===== config.mk =====
export PLATFORM = sky130hd
export DESIGN_NAME = ni_packetizer
export DESIGN_NICKNAME = d
export VERILOG_FILES = /design/src/rtl/noc_pkg.sv /design/src/rtl/ni_credit_ctr.sv /design/src/rtl/ni_packetizer.sv
export SDC_FILE = /design/constraint.sdc
export NUM_CORES = 1
export LEC_CHECK = 0
export CORE_ASPECT_RATIO = 1.5
export CORE_MARGIN = 1.5
export CORE_UTILIZATION = 40
export CTS_CLUSTER_DIAMETER = 80
export DETAILED_ROUTE_END_ITERATION = 8
export GPL_ROUTABILITY_DRIVEN = 0
export PLACE_DENSITY = 0.7
export SETUP_SLACK_MARGIN = 0.02
export SLEW_MARGIN = 20
export SYNTH_ARGS = -nofsm -noshare
export SYNTH_HDL_FRONTEND = slang
export SYNTH_HIERARCHICAL = 1
export SYNTH_SLANG_ARGS = --single-unit

===== constraint.sdc =====
create_clock -name clk_t -period 3.48 [get_ports clk_t]
set_clock_uncertainty 0.15 [all_clocks]
set_input_delay 0.696 -clock clk_t [delete_from_list [all_inputs] [get_ports clk_t]]
set_output_delay 0.696 -clock clk_t [all_outputs]
set_load 0.01 [all_outputs]

===== src/rtl/noc_pkg.sv =====
// ============================================================================
// Module      : noc_pkg
// Description : Shared NoC definitions for the network-interface packetizer.
//               Holds flit type codes, header field positions, the packetizer
//               FSM state encoding and a small length helper.
// Revision    : 1.0 - initial release
// ============================================================================
`default_nettype none

package noc_pkg;

  // Flit type codes carried in the two MSBs of every flit
  localparam logic [1:0] FLIT_HEAD = 2'b11;
  localparam logic [1:0] FLIT_BODY = 2'b10;
  localparam logic [1:0] FLIT_TAIL = 2'b01;

  // Field widths
  localparam int PAYLOAD_W = 38;
  localparam int COORD_W   = 4;
  localparam int LEN_W     = 4;
  localparam int SEQ_W     = 8;

  // Header field LSB positions inside the 38-bit payload
  localparam int HDR_SRCX_LSB = 34;
  localparam int HDR_SRCY_LSB = 30;
  localparam int HDR_DSTX_LSB = 26;
  localparam int HDR_DSTY_LSB = 22;
  localparam int HDR_LEN_LSB  = 18;
  localparam int HDR_SEQ_LSB  = 10;

  // Packetizer FSM state encoding
  typedef enum logic [1:0] {
    ST_IDLE = 2'd0,
    ST_HEAD = 2'd1,
    ST_BODY = 2'd2,
    ST_TAIL = 2'd3
  } ni_state_e;

  // A zero length request still carries one payload flit
  function automatic logic [LEN_W-1:0] eff_len(input logic [LEN_W-1:0] len);
    return (len == '0) ? LEN_W'(1) : len;
  endfunction

endpackage : noc_pkg

`default_nettype wire


===== src/rtl/ni_credit_ctr.sv =====
// ============================================================================
// Module      : ni_credit_ctr
// Description : Downstream credit counter. Starts full at BUF_DEPTH,
//               decrements on every flit sent, increments on every returned
//               credit, and holds when both happen together. Saturates at
//               both ends so a stray credit can never overflow the count.
// Revision    : 1.0 - initial release
// ============================================================================
`default_nettype none

module ni_credit_ctr
  import noc_pkg::*;
#(
  parameter int BUF_DEPTH = 4,
  parameter int CW        = $clog2(BUF_DEPTH + 1)
) (
  input  logic          clk_t,
  input  logic          rst_t,
  input  logic          send_i,
  input  logic          credit_i,
  output logic [CW-1:0] credit_o
);

  localparam logic [CW-1:0] MAX_CREDIT = CW'(BUF_DEPTH);

  logic [CW-1:0] cnt_q;
  logic [CW-1:0] cnt_d;

  // Next credit value: send and return cancel each other out
  always_comb begin
    cnt_d = cnt_q;
    case ({send_i, credit_i})
      2'b10: if (cnt_q != '0)        cnt_d = cnt_q - CW'(1);
      2'b01: if (cnt_q != MAX_CREDIT) cnt_d = cnt_q + CW'(1);
      default: cnt_d = cnt_q;
    endcase
  end

  // Credit register, full after reset
  always_ff @(posedge clk_t or posedge rst_t) begin
    if (rst_t) cnt_q <= MAX_CREDIT;
    else       cnt_q <= cnt_d;
  end

  assign credit_o = cnt_q;

endmodule : ni_credit_ctr

`default_nettype wire


===== src/rtl/ni_packetizer.sv =====
// ============================================================================
// Module      : ni_packetizer
// Description : Network-interface packetizer. Accepts a packet request
//               (destination + length), emits a header flit followed by
//               length payload flits (body..., tail) toward the router under
//               credit-based flow control. Flits are registered: each one
//               appears on flit_out/flit_valid the cycle after it is sent.
// Config      : NI_SEQ_EN - when defined, header bits [17:10] carry an 8-bit
//               wrapping packet sequence number; otherwise bits [17:0] are 0.
// Revision    : 1.0 - initial release
// ============================================================================
`default_nettype none

module ni_packetizer
  import noc_pkg::*;
#(
  parameter int         FW        = 39,
  parameter logic [3:0] X         = 4'b0010,
  parameter logic [3:0] Y         = 4'b0001,
  parameter int         BUF_DEPTH = 4
) (
  input  logic        clk_t,
  input  logic        rst_t,
  input  logic        pkt_valid,
  output logic        pkt_ready,
  input  logic [3:0]  dst_x,
  input  logic [3:0]  dst_y,
  input  logic [3:0]  pkt_len,
  input  logic [37:0] data_in,
  input  logic        data_valid,
  output logic        data_ready,
  output logic [FW:0] flit_out,
  output logic        flit_valid,
  input  logic        credit_in
);

  localparam int CW = $clog2(BUF_DEPTH + 1);

  ni_state_e          state_q;
  logic [COORD_W-1:0] dstx_q;
  logic [COORD_W-1:0] dsty_q;
  logic [LEN_W-1:0]   len_q;
  logic [LEN_W-1:0]   rem_q;
  logic [FW:0]        flit_q;
  logic               flit_valid_q;

  logic [CW-1:0]        credit;
  logic                 credit_avail;
  logic                 pkt_fire;
  logic                 data_fire;
  logic                 hdr_send;
  logic                 flit_send;
  logic [PAYLOAD_W-1:0] hdr_payload;

  assign credit_avail = (credit != '0);

  // pkt_ready is gated by reset because the async reset parks the FSM in IDLE
  assign pkt_ready  = (state_q == ST_IDLE) && !rst_t;
  assign data_ready = ((state_q == ST_BODY) || (state_q == ST_TAIL)) && credit_avail;

  assign pkt_fire  = pkt_valid && pkt_ready;
  assign data_fire = data_valid && data_ready;
  assign hdr_send  = (state_q == ST_HEAD) && credit_avail;
  assign flit_send = hdr_send || data_fire;

`ifdef NI_SEQ_EN
  logic [SEQ_W-1:0] seq_q;

  // Sequence number advances once per header actually sent, wrapping at 255
  always_ff @(posedge clk_t or posedge rst_t) begin
    if (rst_t)         seq_q <= '0;
    else if (hdr_send) seq_q <= seq_q + SEQ_W'(1);
  end
`endif

  // Header payload assembled from local coordinates and the latched request
  always_comb begin
    hdr_payload                             = '0;
    hdr_payload[HDR_SRCX_LSB +: COORD_W]    = X;
    hdr_payload[HDR_SRCY_LSB +: COORD_W]    = Y;
    hdr_payload[HDR_DSTX_LSB +: COORD_W]    = dstx_q;
    hdr_payload[HDR_DSTY_LSB +: COORD_W]    = dsty_q;
    hdr_payload[HDR_LEN_LSB  +: LEN_W]      = len_q;
`ifdef NI_SEQ_EN
    hdr_payload[HDR_SEQ_LSB  +: SEQ_W]      = seq_q;
`endif
  end

  // Packet FSM with registered flit output; a flit is only ever produced
  // when credit is available, otherwise the state simply holds
  always_ff @(posedge clk_t or posedge rst_t) begin
    if (rst_t) begin
      state_q      <= ST_IDLE;
      dstx_q       <= '0;
      dsty_q       <= '0;
      len_q        <= '0;
      rem_q        <= '0;
      flit_q       <= '0;
      flit_valid_q <= 1'b0;
    end else begin
      flit_valid_q <= 1'b0;
      case (state_q)
        ST_IDLE: begin
          if (pkt_fire) begin
            dstx_q  <= dst_x;
            dsty_q  <= dst_y;
            len_q   <= eff_len(pkt_len);
            state_q <= ST_HEAD;
          end
        end
        ST_HEAD: begin
          if (hdr_send) begin
            flit_q       <= {FLIT_HEAD, hdr_payload};
            flit_valid_q <= 1'b1;
            rem_q        <= len_q;
            state_q      <= (len_q >= LEN_W'(2)) ? ST_BODY : ST_TAIL;
          end
        end
        ST_BODY: begin
          if (data_fire) begin
            flit_q       <= {FLIT_BODY, data_in};
            flit_valid_q <= 1'b1;
            rem_q        <= rem_q - LEN_W'(1);
            // Only the tail word remains once this body word leaves
            if (rem_q == LEN_W'(2)) state_q <= ST_TAIL;
          end
        end
        ST_TAIL: begin
          if (data_fire) begin
            flit_q       <= {FLIT_TAIL, data_in};
            flit_valid_q <= 1'b1;
            state_q      <= ST_IDLE;
          end
        end
        default: state_q <= ST_IDLE;
      endcase
    end
  end

  assign flit_out   = flit_q;
  assign flit_valid = flit_valid_q;

  ni_credit_ctr #(
    .BUF_DEPTH (BUF_DEPTH),
    .CW        (CW)
  ) u_credit (
    .clk_t    (clk_t),
    .rst_t    (rst_t),
    .send_i   (flit_send),
    .credit_i (credit_in),
    .credit_o (credit)
  );

endmodule : ni_packetizer

`default_nettype wire


==> impl_metrics.toml <==
[yosys]
synth-edff-count = 0
synth_top_area_frac = 0.4828
synth-seq-cells = 62
async_flop_share = 1.000
syn-cell-area_sq_um = 3162
post-synth-top-count-cell = "dfrtp_1"
yosysUniqueCellTypes = 44
yosysSeqAreaShare = 0.4911
ys_top_cells_by_area = "dfrtp_1 (48%), mux2_4 (9.5%), mux2_1 (5.0%)"
ys_top_cells_by_count = "dfrtp_1 (61), a21oi_1 (29), mux2_4 (20)"
yosys.area.top_type = "dfrtp_1"
synth_flop_cell = "dfrtp_1"
syn_inst = 261
yosys_warnings = 6
syn_avg_cell_area_sq_um = 12.11
synth_fp_nets = 324

[power]
p_int_uw = 2998
p_switching_uw = 1598
swShare = 0.3478
power.total_uw = 4596
leakage_uw = 0.001969
power_frac_seq = 0.284
vdd_ir_drop_max_mv = 0.5455
clockPowerShare = 0.208
p_comb_frac = 0.509
power_density_nw_per_um2 = 1024

[clock_tree]
numCtsBuffers = 9
hold_buffers = 0
clkLatencyLatePin_ns = 0.33
post_cts_buffers = 0
clock_sinks = 62
cts_max_path_buffers = 2
root_buffer = "clkbuf_16"
clk_pin_slew_ns = 0.05
ctsResizeCount = 0
cts_tree = "done"
cts-htree-levels = 3

[min_path]
hp-class = "reg -> reg"

[grt]
antenna_found_initial = 0
grt_pass1_wl_um = 11770
grt-ovfl-total = 0
grt.total_usage = 0.1877
grt_max_degree = 60
grt_pass1_vias = 2418

[worst_setup_path]
rr_endpoint = "flit_out[0]"
endpoint = "data_ready"
cp_data_required_time_ns = 2.63
start_kind = "register"
r2r_slack_ns = 0.67
worstRegToRegCells = 8
slowest_delay_ns = 0.55
crit_type = "reg -> out"
cp_top_family = "buffers and inverters"
startpoint = "state_q[0]"
crit_path_end_kind = "output port"
path_depth = 5
cp_common_cell = "nor2_1"
critPathBufInv = 2
slowest_stage = "clkdlybuf4s50_1"
crit_chain = "inv_1, ha_1, nor2_1, nor2_1, clkdlybuf4s50_1"
critPathArrivalTime_ns = 2.32
path_max_fanout = 15
reg2reg_from = "state_q[0]"

[floorplan]
initial_core_util = 0.4127
io_pins = 98
core-area_sq_um = 7661
rows = 39
fp.dieH_um = 111.9
die_w_um = 75.59
die_area_sq_um = 8458

[timing]
maxSlewViolCount = 0
max_freq_ghz = 0.3160
final.setup.tns_ns = 0
timing.final.crit_share = 0.9094
tightest_slew_ns = 0.7470
max-slew-margin-rel = 0.5020
hold_viol = 0
min_period_ns = 3.165
rsz0062_at_grt = "false"
setup_viol_count_final = 0

[outcome]
status = "completed"

[final_layout]
fillers = 635
syn_to_final_growth_pct = 41.91
stdcell_area_sq_um = 4487
diodes = 0
nets = 422
drive_above_1_share = 0.1488

[routing]
wl_per_cell_um = 15.58
vias_per_cell = 4.953
remaining_drc_errors = 0
routed_wl_um = 7243
drtIter0Drc = 112
num_vias = 2303
drtAntennaViolNets = 0
drt-pass1-iter-count = 4

[place]
postPlaceCellArea_sq_um = 4164
place_hpwl_um = 5063
portBuffers = 97

[run]
max-cap-violations = 0
sequential cells by signal, indices dropped and copies added (netlist names):
| name | count |
|---|---|
| dstx_q | 4 |
| dsty_q | 4 |
| flit_out | 40 |
| flit_valid | 1 |
| len_q | 4 |
| rem_q | 4 |
| state_q | 2 |
| u_credit/credit_o | 3 |
worst min-delay path by stage:
stage	startpoint	endpoint	slack (ns)	cells after the start
floorplan	rst_t	u_credit/credit_o[0]	0.30	1
global placement	flit_out[0]	flit_out[0]	0.32	1
detailed placement	dsty_q[0]	dsty_q[0]	0.33	1
CTS	dsty_q[0]	dsty_q[0]	0.34	1
global route	flit_out[21]	flit_out[21]	0.36	1
finish	flit_out[21]	flit_out[21]	0.34	1
placed cells by master, fill, tap and decap left out, drive strengths merged, types with 3 or more instances in the layout:
cell,count
nand2,4
nor2,10
mux2i,10
a21oi,29
o21ai,10
xnor2,3
clkbuf,11
a21boi,6
nand3,3
and2,19
buf,6
inv,12
nor3,4
dfrtp,61
ha,8
mux2,38
a31o,6
clkdlybuf4s50,97
nor2b,3
per-stage QoR:
step,instances,hold WS (ns),util,setup slack [ns]
floorplan,261,0.2989,-,0.7258
global placement,450,0.3199,0.5435,0.7269
detailed placement,450,0.3309,0.5435,0.6475
CTS,465,0.3424,0.5857,0.2753
global route,465,0.3602,0.5857,0.1487
finish,465,0.3364,0.5857,0.3154
final cells by class:
class	instances	area (sq um)	share of cell area
Sequential cell	62	1553	0.3461
Multi-Input combinational cell	171	1423	0.3171
Timing Repair Buffer	103	1016	0.2264
Inverter	12	45.04	0.01004
Clock buffer	11	252.7	0.05633
Tap cell	102	127.6	0.02844
Clock inverter	4	70.07	0.01562
power by group through the flow:
stage          clock network [uW]  logic [uW]  registers [uW]
2_1_floorplan                   0        1670            1350
3_3_place_gp                    0        2300            1300
3_5_place_dp                    0        2360            1310
4_1_cts                       979        2380            1310
5_1_grt                      1020        2560            1350
6_report                      955        2340            1300
metal layers:
metal,global-route usage,part of all wire
met1,0.2243,0.40
met2,0.3041,0.52
met3,0.05792,0.053
met4,0.08095,0.024
met5,0,0
kinds of logic after synthesis:
kind of cell,share of synthesized area
buffers and inverters,0.05936
XOR/XNOR,0.01108
flip-flops,0.4911
multiplexers,0.1907
AND/OR/NAND/NOR,0.09062
adder cells (fa/ha/maj),0.03166
AO/OA/AOI/OAI,0.1254
No activity file was read; power rests on OpenSTA's default activity.
==> variant: new RTL, same flow settings <==
Encoding of `ni_state_e`: now one-hot (4 bits for 4 states).
--- a/src/rtl/noc_pkg.sv
+++ b/src/rtl/noc_pkg.sv
@@ -31,7 +31,7 @@
   // Packetizer FSM state encoding
-  typedef enum logic [1:0] {
-    ST_IDLE = 2'd0,
-    ST_HEAD = 2'd1,
-    ST_BODY = 2'd2,
-    ST_TAIL = 2'd3
+  typedef enum logic [3:0] {
+    ST_IDLE = 4'b0001,
+    ST_HEAD = 4'b0010,
+    ST_BODY = 4'b0100,
+    ST_TAIL = 4'b1000
   } ni_state_e;
Function: no difference found for any inputs over 4 cycles, from zero or initial values and one cycle with rst_t high; so few cycles prove little.
==> variant against the original RTL <==
Final area up 1.5%. Wire length down 2.5%. Global-route usage down 1.3 points. Sequential cell count up 2. Via count up 4.3%. Maximum frequency up 4.9%. Power down 30%. Setup slack better by 0.15 ns. Sequential share of layout area up 0.61 points. Combinational power down 49%. Synthesized area up 2.5%. Highest routed layer unchanged.
==> variant: results (changes against the original RTL) <==
- Status: finished clean (unchanged)
- Net Sw Power: 996 uW (was 1600 uW)
- Clock-cell share: 6.02% (was 7.19%)
- Top cells by count, synth: 62 x dfrtp_1, 32 x mux2_2, 32 x nand2_1 (was 61 x dfrtp_1, 29 x a21oi_1, 20 x mux2_4)
- Number of nets in the layout: 435 (was 422)
- Sequential cell area share: 35.2% (was 34.6%)
- Vias in the first global route: 2549 (was 2418)
- Met1 GRT Util: 19.0% (was 22.4%)
- Leak: 0.00182 uW (was 0.00197 uW)
- Inverters: 31 (was 12)
- Data buffer area share: 22.3% (was 22.6%)
- CP max stage cell: dfstp_2 (was clkdlybuf4s50_1)
- Launch point of the worst path: state_q[0]$_DFFE_PP1P_ (was state_q[0]$_DFFE_PP0P_)
- Largest net degree at the start of global routing: 48 (was 60)
- Slew @ Worst Pin: 0.709 ns (was 0.747 ns)
- Critical R2R Launch: state_q[1]$_DFFE_PP0P_ (was state_q[0]$_DFFE_PP0P_)
- Mapped Nets: 338 (was 324)
- Reg-to-reg endpoint: u_credit/credit_o[2]$_DFFE_PP1P_ (was flit_out[0]$_DFFE_PP0P_)
- Flop2flop setup slack: 0.98 ns (was 0.67 ns)
- Synth unique cells: 47 (was 44)
- CP top delay family: flip-flops (was buffers and inverters)
- Final cell count without fillers: 486 (was 465)
- Largest stage delay, worst path: 0.70 ns (was 0.55 ns)
- Peak supply drop: 343 uV (was 545 uV)
- Multi-input comb cells: 170 (was 171)
- Ratio of cells with drive above 1 in the final layout: 18.4% (was 14.9%)
- Hold endpoint: dsty_q[2]$_DFFE_PP0P_ (was flit_out[21]$_DFFE_PP0P_)
- Multi-input combinational area share: 31.1% (was 31.7%)
- Clkbuf count: 12 (was 11)
- First-pass GRT wire length: 11900 um (was 11800 um)
- FF-to-FF path depth: 9 (was 8)
- Met2 Use GR: 31.3% (was 30.4%)
- M3 GR Usage: 6.29% (was 5.79%)
variant: changes by cell type after synthesis, moves of 6 or more:
cell      before  now
inv_1         11   30
mux2_4        20    7
a21boi_0       6    0
mux2i_1       10   24
mux2_1        14    0
mux2_2         4   32
a31o_1         6    0
and2_1        19    0
a21oi_1       29    4
nand2_1        4   32
variant: kinds of logic after synthesis:
group                      after synthesis  share of synthesized area [%]
AOI/OAI and AO/OA                       33                           7.72
xor gates and xnor gates                 6                           1.62
and+or+nand+nor                         65                           11.0
buffers and inverters                   46                           7.26
DFF                                     64                           49.5
muxes                                   63                           21.8
adders and majority gates                3                           1.16
variant: layer usage:
metal  up-vias  wire [um]
li1       1144          -
met1      1186       2810
met2        67       3650
met3         6        538
met4         0         65
met5         -          0
variant: worst register-to-register path: stages, from the launching register on:
cell and delay [ns]:
dfrtp_1 0.51, nand3b_1 0.28, a21o_1 0.26, a211oi_1 0.29
nor2b_1 0.10, xnor2_1 0.13, ha_1 0.25, nor4b_2 0.22
a21oi_1 0.10, o22ai_1 0.13
variant: stage by stage:
stage          cell area (um2)  util, %  power, uW  hold slack (ns)  setup WS (ns)
2_1_floorplan             3240        -       1960            0.299          0.279
3_3_place_gp              4280     53.8       2400            0.335          0.498
3_5_place_dp              4280     53.8       2440            0.343          0.399
4_1_cts                   4550     57.2       3270            0.356          0.439
5_1_grt                   4550     57.2       3430            0.373          0.369
6_report                  4550     57.2       3230            0.353          0.463
variant: power groups by stage:
stage / sequential (uW) / combinational [uW] / clock [uW]
floorplan: 1200 / 756 / 0
global placement: 1210 / 1190 / 0
detailed placement: 1220 / 1220 / 0
CTS: 1220 / 1220 / 834
global route: 1250 / 1320 / 862
finish: 1210 / 1200 / 812
